File: src/rtl/btn_pkg.sv
// Shared constants and types for the keypad button conditioning front end.
// Defaults target the 100 MHz board clock.
package btn_pkg;

   localparam int NUM_BTN  = 5;

   localparam int BTN_0    = 0;
   localparam int BTN_1    = 1;
   localparam int BTN_UP   = 2;
   localparam int BTN_DOWN = 3;
   localparam int BTN_4    = 4;

   localparam int DEF_DEBOUNCE_CYCLES = 1000000;   // 10 ms
   localparam int DEF_REPEAT_DELAY    = 50000000;  // 500 ms
   localparam int DEF_REPEAT_RATE     = 20000000;  // 200 ms
   localparam logic [NUM_BTN-1:0] DEF_REPEAT_MASK =
      NUM_BTN'((1 << BTN_UP) | (1 << BTN_DOWN));

   typedef enum logic [1:0] {
      IDLE,
      DELAY,
      RPT
   } rpt_state_e;

endpackage

File: src/rtl/btn_debounce_1b.sv
// One button: 2-flop synchroniser, debounce counter, stable level flop
// and a rise strobe that is valid in the cycle before stable goes high.
module btn_debounce_1b
   import btn_pkg::*;
#(
   parameter int DEBOUNCE_CYCLES = DEF_DEBOUNCE_CYCLES
)(
   input  logic clk,
   input  logic rst,
   input  logic btn_raw,
   output logic stable,
   output logic rise
);

   localparam int CW = $clog2(DEBOUNCE_CYCLES);
   localparam logic [CW-1:0] CNT_MAX = CW'(DEBOUNCE_CYCLES - 1);

   logic          sync1;
   logic          sync2;
   logic [CW-1:0] cnt;

   always_ff @(posedge clk or posedge rst) begin
      if (rst) begin
         sync1  <= 1'b0;
         sync2  <= 1'b0;
         stable <= 1'b0;
         cnt    <= '0;
      end else begin
         sync1 <= btn_raw;
         sync2 <= sync1;
         if (sync2 == stable) begin
            cnt <= '0;
         end else if (cnt == CNT_MAX) begin
            stable <= sync2;
            cnt    <= '0;
         end else begin
            cnt <= cnt + 1'b1;
         end
      end
   end

   // Combinational so the top can register its pulse on the same edge stable rises.
   assign rise = sync2 && !stable && (cnt == CNT_MAX);

endmodule

File: src/rtl/btn_conditioner.sv
// Keypad button conditioner: per-bit debounce, one-cycle press pulses,
// and auto-repeat pulses for the buttons selected by REPEAT_MASK.
module btn_conditioner
   import btn_pkg::*;
#(
   parameter int                 DEBOUNCE_CYCLES = DEF_DEBOUNCE_CYCLES,
   parameter int                 REPEAT_DELAY    = DEF_REPEAT_DELAY,
   parameter int                 REPEAT_RATE     = DEF_REPEAT_RATE,
   parameter logic [NUM_BTN-1:0] REPEAT_MASK     = DEF_REPEAT_MASK
)(
   input  logic               clk,
   input  logic               rst,
   input  logic [NUM_BTN-1:0] btn_raw,
   output logic [NUM_BTN-1:0] btn_level,
   output logic [NUM_BTN-1:0] btn_pulse
);

   localparam int RPT_MAX = (REPEAT_DELAY > REPEAT_RATE) ? REPEAT_DELAY : REPEAT_RATE;
   localparam int RW      = $clog2(RPT_MAX);
   localparam logic [RW-1:0] DELAY_LOAD = RW'(REPEAT_DELAY - 1);
   localparam logic [RW-1:0] RATE_LOAD  = RW'(REPEAT_RATE - 1);

   logic [NUM_BTN-1:0] stable;
   logic [NUM_BTN-1:0] rise;

   assign btn_level = stable;

   for (genvar i = 0; i < NUM_BTN; i++) begin : g_btn
      btn_debounce_1b #(
         .DEBOUNCE_CYCLES(DEBOUNCE_CYCLES)
      ) u_deb (
         .clk     (clk),
         .rst     (rst),
         .btn_raw (btn_raw[i]),
         .stable  (stable[i]),
         .rise    (rise[i])
      );

      if (REPEAT_MASK[i]) begin : g_rpt
         rpt_state_e    state_q, state_d;
         logic [RW-1:0] cnt_q, cnt_d;
         logic          pulse_q, pulse_d;

         always_ff @(posedge clk or posedge rst) begin
            if (rst) begin
               state_q <= IDLE;
               cnt_q   <= '0;
               pulse_q <= 1'b0;
            end else begin
               state_q <= state_d;
               cnt_q   <= cnt_d;
               pulse_q <= pulse_d;
            end
         end

         always_comb begin
            state_d = state_q;
            cnt_d   = cnt_q;
            pulse_d = 1'b0;
            case (state_q)
               IDLE: begin
                  if (rise[i]) begin
                     pulse_d = 1'b1;
                     cnt_d   = DELAY_LOAD;
                     state_d = DELAY;
                  end
               end
               DELAY, RPT: begin
                  // Release aborts the repeat sequence without a final pulse.
                  if (!stable[i]) begin
                     state_d = IDLE;
                  end else if (cnt_q == '0) begin
                     pulse_d = 1'b1;
                     cnt_d   = RATE_LOAD;
                     state_d = RPT;
                  end else begin
                     cnt_d = cnt_q - 1'b1;
                  end
               end
               default: state_d = IDLE;
            endcase
         end

         assign btn_pulse[i] = pulse_q;
      end else begin : g_norpt
         logic pulse_q;

         always_ff @(posedge clk or posedge rst) begin
            if (rst) pulse_q <= 1'b0;
            else     pulse_q <= rise[i];
         end

         assign btn_pulse[i] = pulse_q;
      end
   end

endmodule

File: config.mk
export PLATFORM = sky130hd
export DESIGN_NAME = btn_conditioner
export DESIGN_NICKNAME = d
export VERILOG_FILES = /design/src/rtl/btn_pkg.sv /design/src/rtl/btn_debounce_1b.sv /design/src/rtl/btn_conditioner.sv
export SDC_FILE = /design/constraint.sdc
export NUM_CORES = 1
export LEC_CHECK = 0
export CORE_ASPECT_RATIO = 1.75
export CORE_MARGIN = 2
export CORE_UTILIZATION = 40
export CTS_CLUSTER_SIZE = 28
export DETAILED_ROUTE_END_ITERATION = 16
export GPL_TIMING_DRIVEN = 0
export SKIP_LAST_GASP = 1
export SLEW_MARGIN = 20
export SYNTH_ARGS = -nofsm -noshare
export SYNTH_HDL_FRONTEND = slang
export SYNTH_SLANG_ARGS = --single-unit
File: constraint.sdc
create_clock -name clk -period 17.45 [get_ports clk]
set_input_delay 3.49 -clock clk [delete_from_list [all_inputs] [get_ports clk]]
set_output_delay 3.49 -clock clk [all_outputs]
set_load 0.02 [all_outputs]
Yosys cells after proc, flatten, opt, wreduce, memory -nomap -nowiden
Cells that the tools add are included.
{"block": "classes", "addsub": 7, "n_eq_ne": 20, "mux": 34, "bitwise": 5, "reduce_logical": 32}
{"op": "two-way mux 20 bit", "count": 10}
{"op": "two-way mux 26 bit", "count": 6}
{"op": "one-hot mux 26 bit (2 select lines)", "count": 2}
{"op": "adder 20 x 1 -> 20 bit (second input constant)", "count": 5}
{"op": "equality test 20 bit (second input constant)", "count": 5}
{"op": "zero test 26 bit", "count": 2}
{"op": "subtractor 26 x 1 -> 26 bit (second input constant)", "count": 2}
{"op": "AND reduction 2 bit", "count": 7}
{"op": "two-way mux 2 bit", "count": 6}
{"op": "logical AND 1 bit", "count": 10}
{"op": "inequality test 2 x 1 -> 1 bit (second input constant)", "count": 4}
{"op": "one-hot mux 2 bit (2 select lines)", "count": 2}
{"op": "two-way mux 1 bit", "count": 6}
{"op": "inequality test 3 bit (second input constant)", "count": 2}
{"op": "AND reduction 3 bit", "count": 2}
{"op": "equality test 1 bit", "count": 5}
{"op": "zero test 1 bit", "count": 5}
{"op": "inverter 1 bit", "count": 5}
{"op": "equality test 2 x 1 -> 1 bit (second input constant)", "count": 2}
{"op": "equality test 2 bit (second input constant)", "count": 2}
{"op": "zero test 2 bit", "count": 2}
{"op": "one-hot mux 1 bit (2 select lines)", "count": 2}
{"op": "nonzero test 2 bit", "count": 2}
{"op": "OR reduction 2 bit", "count": 2}
{"block": "word_totals", "reg_bits": 176, "in_bits": 7, "output_inout_bits": 10, "word_cells": 127}

Longest topological paths before layout
Gate-level depths: netlist of the first run.
{"block": "depth", "ltp_word": 5, "ltp_mapped": 9, "depth_no_buf": 7}

By module
Synthesis of the first run repeated with hierarchy kept, for this count alone.
{"block": "unflattened", "hier_cells": 961, "area_unflattened_um2": 9281.4}
{"mod": "btn_debounce_1b", "n_inst": 5, "cells_per_inst": 113, "area_per_inst_um2": 1146.1, "seq_area_each_um2": 575.6}
{"mod": "btn_conditioner", "n_inst": 1, "cells_per_inst": 396, "area_per_inst_um2": 3550.9, "seq_area_each_um2": 1526.5}

Least setup slack after synthesis of the first run
No wires, ideal clock.
{"block": "synth_timing", "path_kind": "reg2out", "start": "register g_btn[2].u_deb.stable", "end": "output port btn_level[2]", "arrival_ps": 554, "required_ps": 13960, "path_slack_ps": 13406, "stages_incl_launch_ff": 2, "n_path_buf": 1, "cell_sequence": "dfrtp_1 buf_4"}
{"item": "from (decl)", "line": "btn_debounce_1b.sv:11", "source": "output logic stable,"}
{"item": "from (signal assigned)", "line": "btn_debounce_1b.sv:34", "source": "stable <= sync2;"}
{"item": "to (decl)", "line": "btn_conditioner.sv:14", "source": "output logic [NUM_BTN-1:0] btn_level,"}
No word-level cell between the ends.

Final worst setup path of the first run
{"block": "layout_timing", "start": "register g_btn[3].u_deb.stable", "end": "output port btn_level[3]"}
{"item": "from (decl)", "line": "btn_debounce_1b.sv:11"}
{"item": "from (signal assigned)", "line": "btn_debounce_1b.sv:34"}
No word-level cell between the ends.

==> results of run 1 <==
## cells by family after synthesis
family | count (synthesis) | synth area share
muxes | 6 | 0.00713
DFF | 176 | 0.473
AOI/OAI and AO/OA | 131 | 0.104
and+or+nand+nor | 483 | 0.269
adders and majority gates | 17 | 0.0229
buffers and inverters | 84 | 0.0389
xor gates and xnor gates | 90 | 0.0847
## placed cells by master, fill, tap and decap left out, types with 6 or more instances in the layout
cell,count
clkbuf_16,17
nor2b_1,7
or4_1,18
a21oi_1,18
or3_1,13
and2_1,11
buf_4,10
and4_1,12
nand2b_1,10
o22a_1,7
o21ai_0,18
a31oi_1,12
nor4_1,29
nor3_1,37
nand4_1,21
xnor2_1,59
clkdlybuf4s50_1,16
xor2_1,31
nand2_1,60
nand3_1,58
o41ai_1,6
o211ai_1,7
ha_1,17
or2_2,8
nor2_1,155
inv_1,40
a211oi_1,11
o31ai_1,18
dfrtp_1,176
and3_1,18
clkbuf_1,27
## worst max-delay path: stages, from the launching register on
cell             delay, ns
dfrtp_1               0.48
buf_4                 0.16
clkdlybuf4s50_1       0.60
## per-layer routing
metal,GRT usage,vias to the layer above
li1,-,3601
met5,0,-
met3,0.0297,62
met1,0.189,3569
met4,0.106,0
met2,0.356,144
## power by group through the flow
stage               Sequential (mW)  Combinational [mW]  Clock, mW
finish                        0.415              0.0215      0.381
global route                  0.415              0.0257      0.409
CTS                           0.415              0.0228      0.392
detailed placement            0.423              0.0228          0
global placement              0.423              0.0215          0
floorplan                     0.422              0.0151          0
## how the worst max path moves through the flow
| stage | end | slack, ns | depth (start not counted) |
|---|---|---|---|
| after floorplan | g_btn[0].g_norpt.pulse_q | 9.19 | 1 |
| after global placement | g_btn[2].g_rpt.cnt_q[21] | 6.60 | 2 |
| after detailed placement | g_btn[2].g_rpt.cnt_q[16] | 12.52 | 3 |
| after CTS | btn_level[3] | 12.26 | 2 |
| after global routing | btn_level[3] | 12.24 | 2 |
| final | btn_level[3] | 12.29 | 2 |
## state kept, by name (all words and copies together) (netlist names)
name / cells
g_btn.g_norpt.pulse_q: 3
g_btn.u_deb.stable: 5
g_btn.g_rpt.cnt_q: 52
g_btn.u_deb.cnt: 100
g_btn.u_deb.sync1: 5
g_btn.g_rpt.pulse_q: 2
g_btn.u_deb.sync2: 5
g_btn.g_rpt.state_q: 4
## per-stage QoR
step | utilization | total power, mW | cells | area, um^2 | hold slack (ns)
floorplan | - | 0.437 | 987 | 9300 | 0.331
global placement | 0.433 | 0.444 | 1303 | 9840 | 0.333
finish | 0.460 | 0.817 | 1335 | 10500 | 0.348
global route | 0.460 | 0.850 | 1335 | 10500 | 0.365
CTS | 0.460 | 0.830 | 1335 | 10500 | 0.351
detailed placement | 0.434 | 0.445 | 1304 | 9870 | 0.335
## layout make-up
cell class | count | share of cell area
repair buffers | 17 | 0.0180
clock buffers | 19 | 0.0424
flip-flops and latches | 176 | 0.421
plain buffers | 43 | 0.0199
inverters | 41 | 0.0154
multi-input cells | 727 | 0.434
clock inverters | 12 | 0.0128
well taps | 300 | 0.0359
==> run_results.csv, run 1 <==
group,metric,value,unit
outcome,status,"complete, no violations",
detailed_routing,route.met2.wl,11.7,mm
hold_path,min_to,"g_btn[2].u_deb.sync2",
timing,fin_worst_skew,0.00727,ns
cts,cts_tree,"yes",
hold_path,hold_path_depth,0,
power,switching_share,0.226,
placed_design,portBuffers,16,
timing,rsz0062_at_grt,"false",
synth,synth_top_area_share,0.473,
worst_setup_path,r2r-end,"g_btn[2].g_rpt.cnt_q[18]",
cts,cts.sinks,176,
detailed_routing,met1_length,8.19,mm
final_layout,area.growth.synth_to_final,12.3,%
power,p_int,0.633,mW
cts,ctsHoldBuffers,0,
detailed_routing,wl_per_cell,16.0,um
power,p_comb_frac,0.026,
final_layout,n_fill_cell,2219,
synth,syn_area_per_cell,9.43,um^2
cts,insertion_delay,0.44,ns
detailed_routing,drcViolationCount,0,
detailed_routing,first_pass_iters,5,
final_layout,seq_area,4400,um^2
timing,maxSlewHeadroom,0.209,
synth,ys_ff_latch,176,
global_routing,grt_start_max_net_pins,91,
detailed_routing,drt_wl_total,21.4,mm
final_layout,n_antenna_cell,0,
detailed_routing,route.vias.total,7376,
global_routing,grt_use_total,0.186,
cts,post_cts_buffers,0,
placed_design,globalplace.congestion,0.918,
final_layout,multi_input_area,4540,um^2
die,ios,17,
power,p_clk_frac,0.466,
synth,yosys_warnings,0,
worst_setup_path,reg2reg_depth,9,
die,die_h,206,um
die,initial_core_util,0.409,
worst_setup_path,end_kind,"primary output",
timing,tns,0,ns
synth,synth_common_cells,"dfrtp_1, nor2_1, nand2_1, xnor2_1, nand3_1",
placed_design,post-dp-hpwl,15.2,mm
global_routing,antenna_found_initial,0,
die,fp.coreArea,22700,um^2
synth,async_flop_share,1.00,
timing,hold_viol,0,
cts,cts.clk_slew.worst_paths,0.07,ns
die,die_x,119,um
power,powerDensity,78.2,nW/um^2
worst_setup_path,worst-endpoint-arrival,1.67,ns
timing,worst-slew-pin-transition,1.18,ns
synth,synth_area,9300,um^2
worst_setup_path,crit_fanout,5,
die,die_area,24500,um^2
timing,worst_slack,12.29,ns
synth,synth_top_area_cell,"dfrtp_1",
worst_setup_path,r2r_start,"g_btn[2].u_deb.cnt[0]",
detailed_routing,drtAntennaViolNets,0,
power,power.share.sequential,0.508,
synth,ys.flop_type,"dfrtp_1",
worst_setup_path,start_kind,"flip-flop",
worst_setup_path,critPathLaunch,"g_btn[3].u_deb.stable",
synth,synth.area.top_cells,"dfrtp_1, nor2_1, xnor2_1",
cts,numCtsBuffers,17,
synth,synth.distinct_cells,66,
cts,cts_buffer_depth,2,
global_routing,grt_pass1_wl,36.5,mm
synth,ys_seq_area_frac,0.473,
detailed_routing,viasPerCell,5.53,
run,cap_violations,0,
worst_setup_path,path_class,"flip-flop to primary output",
global_routing,grt_pass1_vias,7534,
synth,syn_nets,1011,
hold_path,hold_start,"g_btn[2].u_deb.sync1",
timing,final-max-slew-violation-count,0,
hold_path,min_path_type,"flip-flop to flip-flop",
timing,fin_crit_sh,0.296,
timing,setup_viol,0,
cts,cts_max_level,4,
worst_setup_path,cp.required,13.96,ns
detailed_routing,wl_met3,550,um
cts,cts_resized,0,
synth,synth_most_common_cell,"dfrtp_1",
global_routing,grt_overflow_total,0,
cts,cts-root-buf,"clkbuf_16",
die,rows,73,
timing,fmax,0.194,GHz
final_layout,fin_nets,1047,
power,peakVddDrop,0.0000645,V
synth,synth_edf_count,0,
timing,min_period,5.16,ns
synth,synth_cells,987,
power,power.leakage,4.57,nW
detailed_routing,drt_iter0_markers,341,
detailed_routing,highest_layer,"met4",
worst_setup_path,rrSetupSlack,14.29,ns
power,p_switching,0.185,mW
placed_design,post-place-ws,12.52,ns
final_layout,layout-drive-gt1-share,0.0686,
Note: power is estimated with default switching activity, not from simulation.
==> run 2, diff against run 1 <==
- clock period: 17.45 -> 5.3 ns (I/O delays scaled with it)
==> run 2 against run 1 <==
  * Combinational power grew to 3.7 times the previous value
  * Sequential power grew to 3.3 times the previous value
  * Power grew to 3.5 times the previous value
  * Final area is 1.7% higher
  * Global-route usage hardly changed
  * Non-clock buffer count is 5 higher
  * Register-to-register slack worse by 12 ns
  * Clock power grew to 3.7 times the previous value
  * Via count is 1.2% higher
  * Utilization is 0.80 points higher
  * First-iteration DRC count is 61% higher
  * Largest cell class unchanged
==> run_results.csv, run 2 (synthesis gave the netlist of run 1 again) <==
group,metric,value,unit
final_layout,utilization,0.468,
timing,worst-slew-pin-transition,1.16,ns
detailed_routing,drtAntennaViolNets,0,
detailed_routing,route.vias.total,7467,
detailed_routing,drcViolationCount,0,
final_layout,n_fill_cell,2200,
outcome,status,"complete, no violations",
die,rows,73,
cts,cts_max_level,4,
cts,cts_tree,"yes",
timing,fmax,0.331,GHz
run,cap_violations,0,
worst_setup_path,cpMostUsedCell,"clkbuf_1",
final_layout,fin_nets,1052,
timing,final-max-slew-violation-count,0,
placed_design,portBuffers,16,
power,power.share.sequential,0.476,
detailed_routing,first_pass_iters,5,
timing,fin_worst_skew,0.00871,ns
global_routing,grt_pass1_wl,36.5,mm
worst_setup_path,slowest_delay,0.41,ns
cts,cts-root-buf,"clkbuf_16",
cts,cts.clk_slew.worst_paths,0.06,ns
power,power.leakage,4.65,nW
hold_path,hold_start,"g_btn[3].u_deb.sync1",
cts,insertion_delay,0.45,ns
timing,min_period,3.02,ns
global_routing,grt_use_total,0.186,
final_layout,n_antenna_cell,0,
global_routing,grt_overflow_total,0,
cts,post_cts_buffers,0,
power,p_switching,0.600,mW
worst_setup_path,cp.required,5.60,ns
power,p_int,2.27,mW
cts,cts_resized,0,
placed_design,globalplace.congestion,0.939,
final_layout,layout_common_cells,"dfrtp_1, nor2_1, nand2_1, xnor2_1, nand3_1",
die,fp.coreArea,22700,um^2
worst_setup_path,worst-endpoint-arrival,3.32,ns
detailed_routing,viasPerCell,5.57,
power,peakVddDrop,0.000235,V
power,powerDensity,270,nW/um^2
worst_setup_path,r2r_start,"g_btn[2].u_deb.cnt[0]",
worst_setup_path,critPathLaunch,"g_btn[2].u_deb.cnt[0]",
die,initial_core_util,0.409,
cts,cts_buffer_depth,2,
timing,hold_viol,0,
worst_setup_path,crit_fanout,10,
global_routing,antenna_found_initial,0,
power,p_comb_frac,0.028,
detailed_routing,drt_iter0_markers,549,
cts,ctsHoldBuffers,0,
timing,worst_slack,2.28,ns
timing,tns,0,ns
die,ios,17,
worst_setup_path,path_cells,"ha_1 -> and4_1 -> clkbuf_1 -> nand4_1 -> o31a_1 -> clkbuf_1 -> clkbuf_1 -> o41ai_1 -> o211ai_1",
power,power.total,2.87,mW
worst_setup_path,crit_family,"compound AO/OA/AOI/OAI gates",
final_layout,final_common_cell,"dfrtp_1",
worst_setup_path,cp_num_buf_inv,3,
power,p_clk_frac,0.496,
final_layout,regMostFlops,"g_btn.u_deb.cnt",
die,die_area,24500,um^2
worst_setup_path,start_kind,"flip-flop",
final_layout,largest_register_ffs,100,
placed_design,post-place-ws,2.29,ns
global_routing,grt_start_max_net_pins,32,
worst_setup_path,end_kind,"flip-flop",
timing,setup_viol,0,
power,switching_share,0.209,
worst_setup_path,path_class,"flip-flop to flip-flop",
global_routing,grt_pass1_vias,7590,
timing,hold_ws,0.351,ns
timing,fin_crit_sh,0.570,
detailed_routing,drt_wl_total,21.0,mm
die,die_h,206,um
cts,cts.sinks,176,
worst_setup_path,slowest_stage,"o41ai_1",
timing,maxSlewHeadroom,0.219,
detailed_routing,wl_per_cell,15.7,um
final_layout,area.growth.synth_to_final,14.3,%
final_layout,reg_top3,"g_btn.u_deb.cnt: 100 flops, g_btn.g_rpt.cnt_q: 52 flops",
placed_design,post-dp-hpwl,15.2,mm
final_layout,layout-drive-gt1-share,0.0731,
cts,numCtsBuffers,17,
die,die_x,119,um
hold_path,min_path_type,"flip-flop to flip-flop",
timing,rsz0062_at_grt,"false",
## run 2: cell types whose count changed in the layout (fill, tap and decap cells not counted), sizes merged
| cell | delta |
|---|---|
| buf | +5 |
| bufinv | +3 |
| clkbuf | +3 |
| clkinv | -3 |
| clkinvlp | +1 |
| inv | -4 |
## run 2: layout make-up
class / count / area (um^2) / area share
Buffer: 43 / 208 / 0.0195
Clock buffer: 22 / 484 / 0.0455
Clock inverter: 9 / 179 / 0.0168
Inverter: 41 / 158 / 0.0148
Multi-Input combinational cell: 727 / 4540 / 0.427
Sequential cell: 176 / 4400 / 0.414
Tap cell: 300 / 375 / 0.0353
Timing Repair Buffer: 22 / 288 / 0.0271
## run 2: stage by stage
| stage | cells | area, um^2 |
|---|---|---|
| after global placement | 1303 | 9840 |
| final | 1340 | 10600 |
| after floorplan | 987 | 9310 |
| after CTS | 1340 | 10600 |
| after global routing | 1340 | 10600 |
| after detailed placement | 1309 | 9970 |
## run 2: path summary, 6_finish.rpt
check | end | slack (ns) | depth (start not counted)
max in group asynchronous | g_btn[4].u_deb.cnt[6] | 3.48 | 5
min in group asynchronous | g_btn[0].u_deb.cnt[4] | 0.92 | 2
max reg2reg | g_btn[2].g_rpt.cnt_q[22] | 2.28 | 9
min | g_btn[3].u_deb.sync2 | 0.35 | 0
max | g_btn[2].g_rpt.cnt_q[22] | 2.28 | 9
min reg2reg | g_btn[3].u_deb.sync2 | 0.35 | 0
## run 2: per-layer routing
metal | up-vias | track usage | routed length, um
li1 | 3608 | - | -
met1 | 3652 | 0.201 | 8280
met5 | - | 0 | 0
met4 | 0 | 0.106 | 825
met3 | 60 | 0.0352 | 665
met2 | 147 | 0.337 | 11200
## run 2: worst register-to-register path, cell delays in order, from the launching register on
cell and delay, ns:
dfrtp_1 0.39, ha_1 0.21, and4_1 0.17, clkbuf_1 0.23
nand4_1 0.29, o31a_1 0.39, clkbuf_1 0.28, clkbuf_1 0.34
o41ai_1 0.42, o211ai_1 0.16
## run 2: power groups by stage
stage | logic, mW | registers [mW] | clock network, mW
after floorplan | 0.0500 | 1.39 | 0
after global placement | 0.0713 | 1.39 | 0
after detailed placement | 0.0840 | 1.39 | 0
after CTS | 0.0846 | 1.37 | 1.46
after global routing | 0.0942 | 1.37 | 1.52
final | 0.0796 | 1.37 | 1.42
==> variant 1: new RTL, settings of run 2 <==
Register the input `btn_raw` before use, without a reset. The logic sees it one clock later.
--- a/src/rtl/btn_conditioner.sv
+++ b/src/rtl/btn_conditioner.sv
@@ -20,6 +20,12 @@
    localparam logic [RW-1:0] DELAY_LOAD = RW'(REPEAT_DELAY - 1);
    localparam logic [RW-1:0] RATE_LOAD  = RW'(REPEAT_RATE - 1);
 
+   logic [NUM_BTN-1:0] btn_raw_q;
+
+   always_ff @(posedge clk) begin
+      btn_raw_q <= btn_raw;
+   end
+
    logic [NUM_BTN-1:0] stable;
    logic [NUM_BTN-1:0] rise;
 
@@ -31,7 +37,7 @@
       ) u_deb (
          .clk     (clk),
          .rst     (rst),
-         .btn_raw (btn_raw[i]),
+         .btn_raw (btn_raw_q[i]),
          .stable  (stable[i]),
          .rise    (rise[i])
       );
Formal check against the unedited RTL: same outputs for any inputs over 10 cycles, from zero or initial values and one cycle with rst high; that may be too few to reach the edited logic, so the function may still have changed.
==> variant 1 against run 2 <==
  * Fmax fell by 1.1%
  * Routed wire length fell by 11%
  * Global-route usage down 1.7 points
  * Synthesized area down 3.3%
  * Critical path depth down 1
  * Power down 0.60%
  * Cell area is 2.9% lower
  * Setup slack got worse by 0.034 ns
  * Critical endpoint is now g_btn[2].g_rpt.cnt_q[13]
  * Clock skew down 0.00072 ns
  * Sequential cell count up 5
  * First-iteration DRC count decreased by 19%
  * Final cell count shrank 2.5%
==> variant 1: results (changes against run 2) <==
| Metric | Value |
|---|---|
| Status | `finished, final reports clean` |
| Worst Clk Skew | `0.00799 ns (-0.000725 ns)` |
| Post-synthesis sequential area ratio | `0.501 (+0.0275)` |
| Synth top area cells | `dfrtp_1, nor2_1, xor2_1` |
| Clk power | `1.36 mW (-4%)` |
| R2r worst-path depth | `8 (-1)` |
| Leakage | `4.56 nW (-1.8%)` |
| Routed wire length | `18700 microns (-11%)` |
| Cell Int Power | `2.22 mW (-2.2%)` |
| Normalized max-slew margin | `0.410 (+0.191)` |
| Synth Instances | `956 (-3.1%)` |
| HPWL after DPL | `13500 microns (-11%)` |
| Syn nets | `980 (-3.1%)` |
| Post-synth top cells | `dfrtp_1, nor2_1, nand2_1` |
| Post-Place Cells | `1275 (-2.6%)` |
| Setup crit end | `g_btn[2].g_rpt.cnt_q[13]` |
| Fill count | `2129 (-3.2%)` |
| First DRT Iteration DRCs | `443 (-19%)` |
| First-pass GRT wire length | `32700 microns (-10%)` |
| Critical-path top delay cell | `o31ai_1` |
| P_comb | `83.1 uW (+4.4%)` |
| Diode count | `0 (unchanged)` |
| DR WL/cell | `14.3 microns (-8.5%)` |
| Layout cell share with drive strength beyond 1 | `0.0791 (+0.00605)` |
| Largest net degree at the start of global routing | `35 (+9.4%)` |
| Clock Power Share | `0.477 (-0.019)` |
| Total GRT Usage | `0.169 (-0.0171)` |
| Dpl cell area | `0.00970 sq mm (-2.7%)` |
| DRT Pass-1 Iters | `4 (-1)` |
| Fin crit share | `0.576 (+0.00648)` |
| RePlAce Congestion | `0.830 (-12%)` |
| Worst vdd ir | `0.221 mV (-6.0%)` |
| Worst slack at placement | `2.34 ns (+0.0541 ns)` |
| Largest stage delay on the critical path | `0.86 ns (+0.45 ns)` |
| Nets | `1022 (-2.9%)` |
| Vias per cell | `5.19 (-6.8%)` |
| Number of library cell types mapped by synthesis | `61 (-7.6%)` |
| Asr flop ratio synth | `0.972 (-0.0276)` |
| Vias in the first global route | `6899 (-9.1%)` |
[variant 1: cell count changes in the layout (fill, tap and decap cells not counted), moves of 7 or more]
cell / delta
inv_1: -15
a211oi_1: -11
nand2_1: +18
nor4_1: -11
o211ai_1: -7
xor2_1: +23
o31ai_1: -9
xnor2_1: -25
a21oi_1: +19
or4_1: -13
o21ai_0: +28
[variant 1: per-layer routing]
metal  part of all wire  global-route usage  routed length (microns)  vias to the layer above
met1               0.41               0.185                     7730                     3269
li1                   -                   -                        -                     3407
met2               0.54               0.309                    10100                       83
met4              0.023              0.0684                      430                        0
met3              0.027              0.0418                      500                       28
met5                  0                   0                        0                        -
[variant 1: logic make-up (layout without fill, tap and decap cells)]
family,after synthesis,count (layout),share of synthesized area
XOR/XNOR,88,88,0.0857
adder cells (fa/ha/maj),17,17,0.0237
AND/OR/NAND/NOR,463,463,0.255
flip-flops,181,181,0.501
AO/OA/AOI/OAI,136,136,0.0941
multiplexers,7,7,0.00835
buffers and inverters,64,119,0.0327
[variant 1: how the worst min path moves through the flow]
stage	from	endpoint	slack (ns)
after global routing	btn_raw_q[2]	g_btn[2].u_deb.sync1	0.34
after floorplan	btn_raw_q[0]	g_btn[0].u_deb.sync1	0.32
after detailed placement	btn_raw_q[4]	g_btn[4].u_deb.sync1	0.32
final	btn_raw_q[1]	g_btn[1].u_deb.sync1	0.33
after global placement	btn_raw_q[4]	g_btn[4].u_deb.sync1	0.32
after CTS	btn_raw_q[4]	g_btn[4].u_deb.sync1	0.33
[variant 1: layout make-up]
type | instances | share of cell area
tap | 296 | 0.0359
multi-input combinational | 711 | 0.406
inverter | 26 | 0.00981
sequential | 181 | 0.436
clock buffer | 17 | 0.0412
clock inverter | 15 | 0.0198
buffer | 38 | 0.0190
timing repair buffer | 23 | 0.0320
==> variant 2: new RTL, config.mk and constraints of run 2 <==
Made on the original files. `DEF_DEBOUNCE_CYCLES`: 1000000 -> 2000000.
--- a/src/rtl/btn_pkg.sv
+++ b/src/rtl/btn_pkg.sv
@@ -10,7 +10,7 @@
    localparam int BTN_DOWN = 3;
    localparam int BTN_4    = 4;
 
-   localparam int DEF_DEBOUNCE_CYCLES = 1000000;   // 10 ms
+   localparam int DEF_DEBOUNCE_CYCLES = 2000000;   // 10 ms
    localparam int DEF_REPEAT_DELAY    = 50000000;  // 500 ms
    localparam int DEF_REPEAT_RATE     = 20000000;  // 200 ms
    localparam logic [NUM_BTN-1:0] DEF_REPEAT_MASK =
Check against the original RTL: no difference found for any inputs over 10 cycles, from zero or initial values and one cycle with rst high; that may be too few to reach the edited logic, so the function may still have changed.
==> variant 2 against run 2 <==
  * Setup slack lost 0.049 ns
  * Cell area fell by 2.3%
  * Power decreased by 3.9%
  * Largest cell class is now registers
  * Sequential cell count up 5
  * Routed wire length is 6.9% lower
  * Utilization shrank 0.72 points
  * Combinational power is 2% higher
  * Synthesized area fell by 1.8%
  * Sequential share of layout area is 2.2 points higher
  * Worst hold slack got worse by 0.00071 ns
==> variant 2: results (changes against run 2) <==
| Metric | Value |
|---|---|
| Layout cell share with drive strength beyond 1 | `0.0665 (-0.00661)` |
| Worst Path Arrival | `3.39 ns (+0.07 ns)` |
| Mux contribution to synthesized area | `0.00616 (-0.000965)` |
| DRT Pass-1 Iters | `4 (-1)` |
| Number of library cell types mapped by synthesis | `57 (-14%)` |
| Most common flop cell mapped by yosys | `dfrtp_1` |
| Nets | `1020 (-3.0%)` |
| Post-synth top cells | `dfrtp_1, nor2_1, xor2_1` |
| Hold crit path type | `register to register` |
| Worst Clk Skew | `0.0138 ns (+0.00506 ns)` |
| CP delay by family, top | `simple AND/OR/NAND/NOR gates` |
| Critical-path top delay cell | `nor4_1` |
| Worst min-delay path startpoint | `g_btn[0].u_deb.sync1` |
| Status | `finished, final reports clean` |
| XOR/XNOR Fraction of Synth Area | `0.101 (+0.0159)` |
| Biggest regs | `g_btn.u_deb.cnt x105, g_btn.g_rpt.cnt_q x52` |
| Asr flop ratio synth | `1.00 (unchanged)` |
| Post CTS Setup Buffer Count | `0 (unchanged)` |
| Post-synthesis adder-cell area fraction | `0.0233 (+0.000420)` |
| Minimum hold slack | `0.350 ns (-0.000709 ns)` |
| Critical-path maximum fanout | `10 (unchanged)` |
| Largest stage delay on the critical path | `0.70 ns (+0.29 ns)` |
| Synth Area in Compound Gates | `0.0859 (-0.0180)` |
| Diode count | `0 (unchanged)` |
| R2r worst-path depth | `8 (-1)` |
| HPWL after DPL | `14000 microns (-8.0%)` |
| Syn nets | `979 (-3.2%)` |
| DR vias | `6860 (-8.1%)` |
| CTS resizes | `0 (unchanged)` |
| Worst slew pin tran | `0.834 ns (-0.329 ns)` |
| Critical R2R Capture | `g_btn[3].g_rpt.cnt_q[9]` |
| FF-to-FF setup slack | `2.23 ns (-0.05 ns)` |
| Post-synthesis sequential area ratio | `0.496 (+0.0224)` |
| DR WL/cell | `15.0 microns (-4.6%)` |
| Worst vdd ir | `0.201 mV (-14%)` |
| First DRT Iteration DRCs | `300 (-45%)` |
| Cell Int Power | `2.14 mW (-5.6%)` |
| First-pass GRT wire length | `34000 microns (-6.8%)` |
| RePlAce Congestion | `0.852 (-9.3%)` |
| Leakage | `4.66 nW (+0.34%)` |
| Synth top area cells | `dfrtp_1, nor2_1, xor2_1` |
| Largest net degree at the start of global routing | `34 (+6.3%)` |
| Vias in the first global route | `7157 (-5.7%)` |
| Crit path from | `g_btn[3].g_rpt.cnt_q[4]` |
| Min-Delay Endpoint | `g_btn[0].u_deb.sync2` |
| Max FFs per register | `105 (+5.0%)` |
| Total GRT Usage | `0.173 (-0.0130)` |
==> variant 2: changes by cell type after synthesis, sizes merged, moves of 7 or more <==
cell,change
xor2,+36
o31ai,-11
a211oi,-10
inv,-11
xnor2,-21
a21oi,+14
nor4,-7
o21ai,+14
or4,-17
o211ai,-7
==> variant 2: metal layers <==
layer,GRT usage,up-vias,share of wire
li1,-,3408,-
met1,0.190,3352,0.40
met2,0.323,80,0.56
met3,0.0282,20,0.018
met4,0.0783,0,0.019
met5,0,-,0
==> variant 2: cells by family (layout without fill, tap and decap cells) <==
group                    Yosys count  count (layout)
AO/OA/AOI/OAI                    122             122
XOR/XNOR                         105             105
adder cells (fa/ha/maj)           17              17
buffers and inverters             67             120
flip-flops                       181             181
multiplexers                       5               5
AND/OR/NAND/NOR                  458             458
==> variant 2: per-stage QoR <==
| step | cell area [sq um] | cells | worst slack, ns |
|---|---|---|---|
| 2_1_floorplan | 9140 | 955 | 1.92 |
| 3_3_place_gp | 9680 | 1271 | 0.303 |
| 3_5_place_dp | 9800 | 1277 | 2.25 |
| 4_1_cts | 10400 | 1308 | 2.22 |
| 5_1_grt | 10400 | 1308 | 1.98 |
| 6_report | 10400 | 1308 | 2.23 |
==> variant 2: cell type report <==
class | instances | area (sq um)
Clock inverter | 10 | 123
Fill cell | 2190 | 12200
Clock buffer | 21 | 460
Timing Repair Buffer | 22 | 288
Multi-Input combinational cell | 707 | 4320
Tap cell | 300 | 375
Sequential cell | 181 | 4530
Inverter | 30 | 116
Buffer | 37 | 178
==> variant 2: power by group through the flow <==
stage,clock network (mW),registers [mW],logic (mW)
floorplan,0,1.43,0.0506
global placement,0,1.43,0.0727
detailed placement,0,1.43,0.0859
CTS,1.31,1.41,0.0860
global route,1.37,1.41,0.0962
finish,1.27,1.41,0.0813
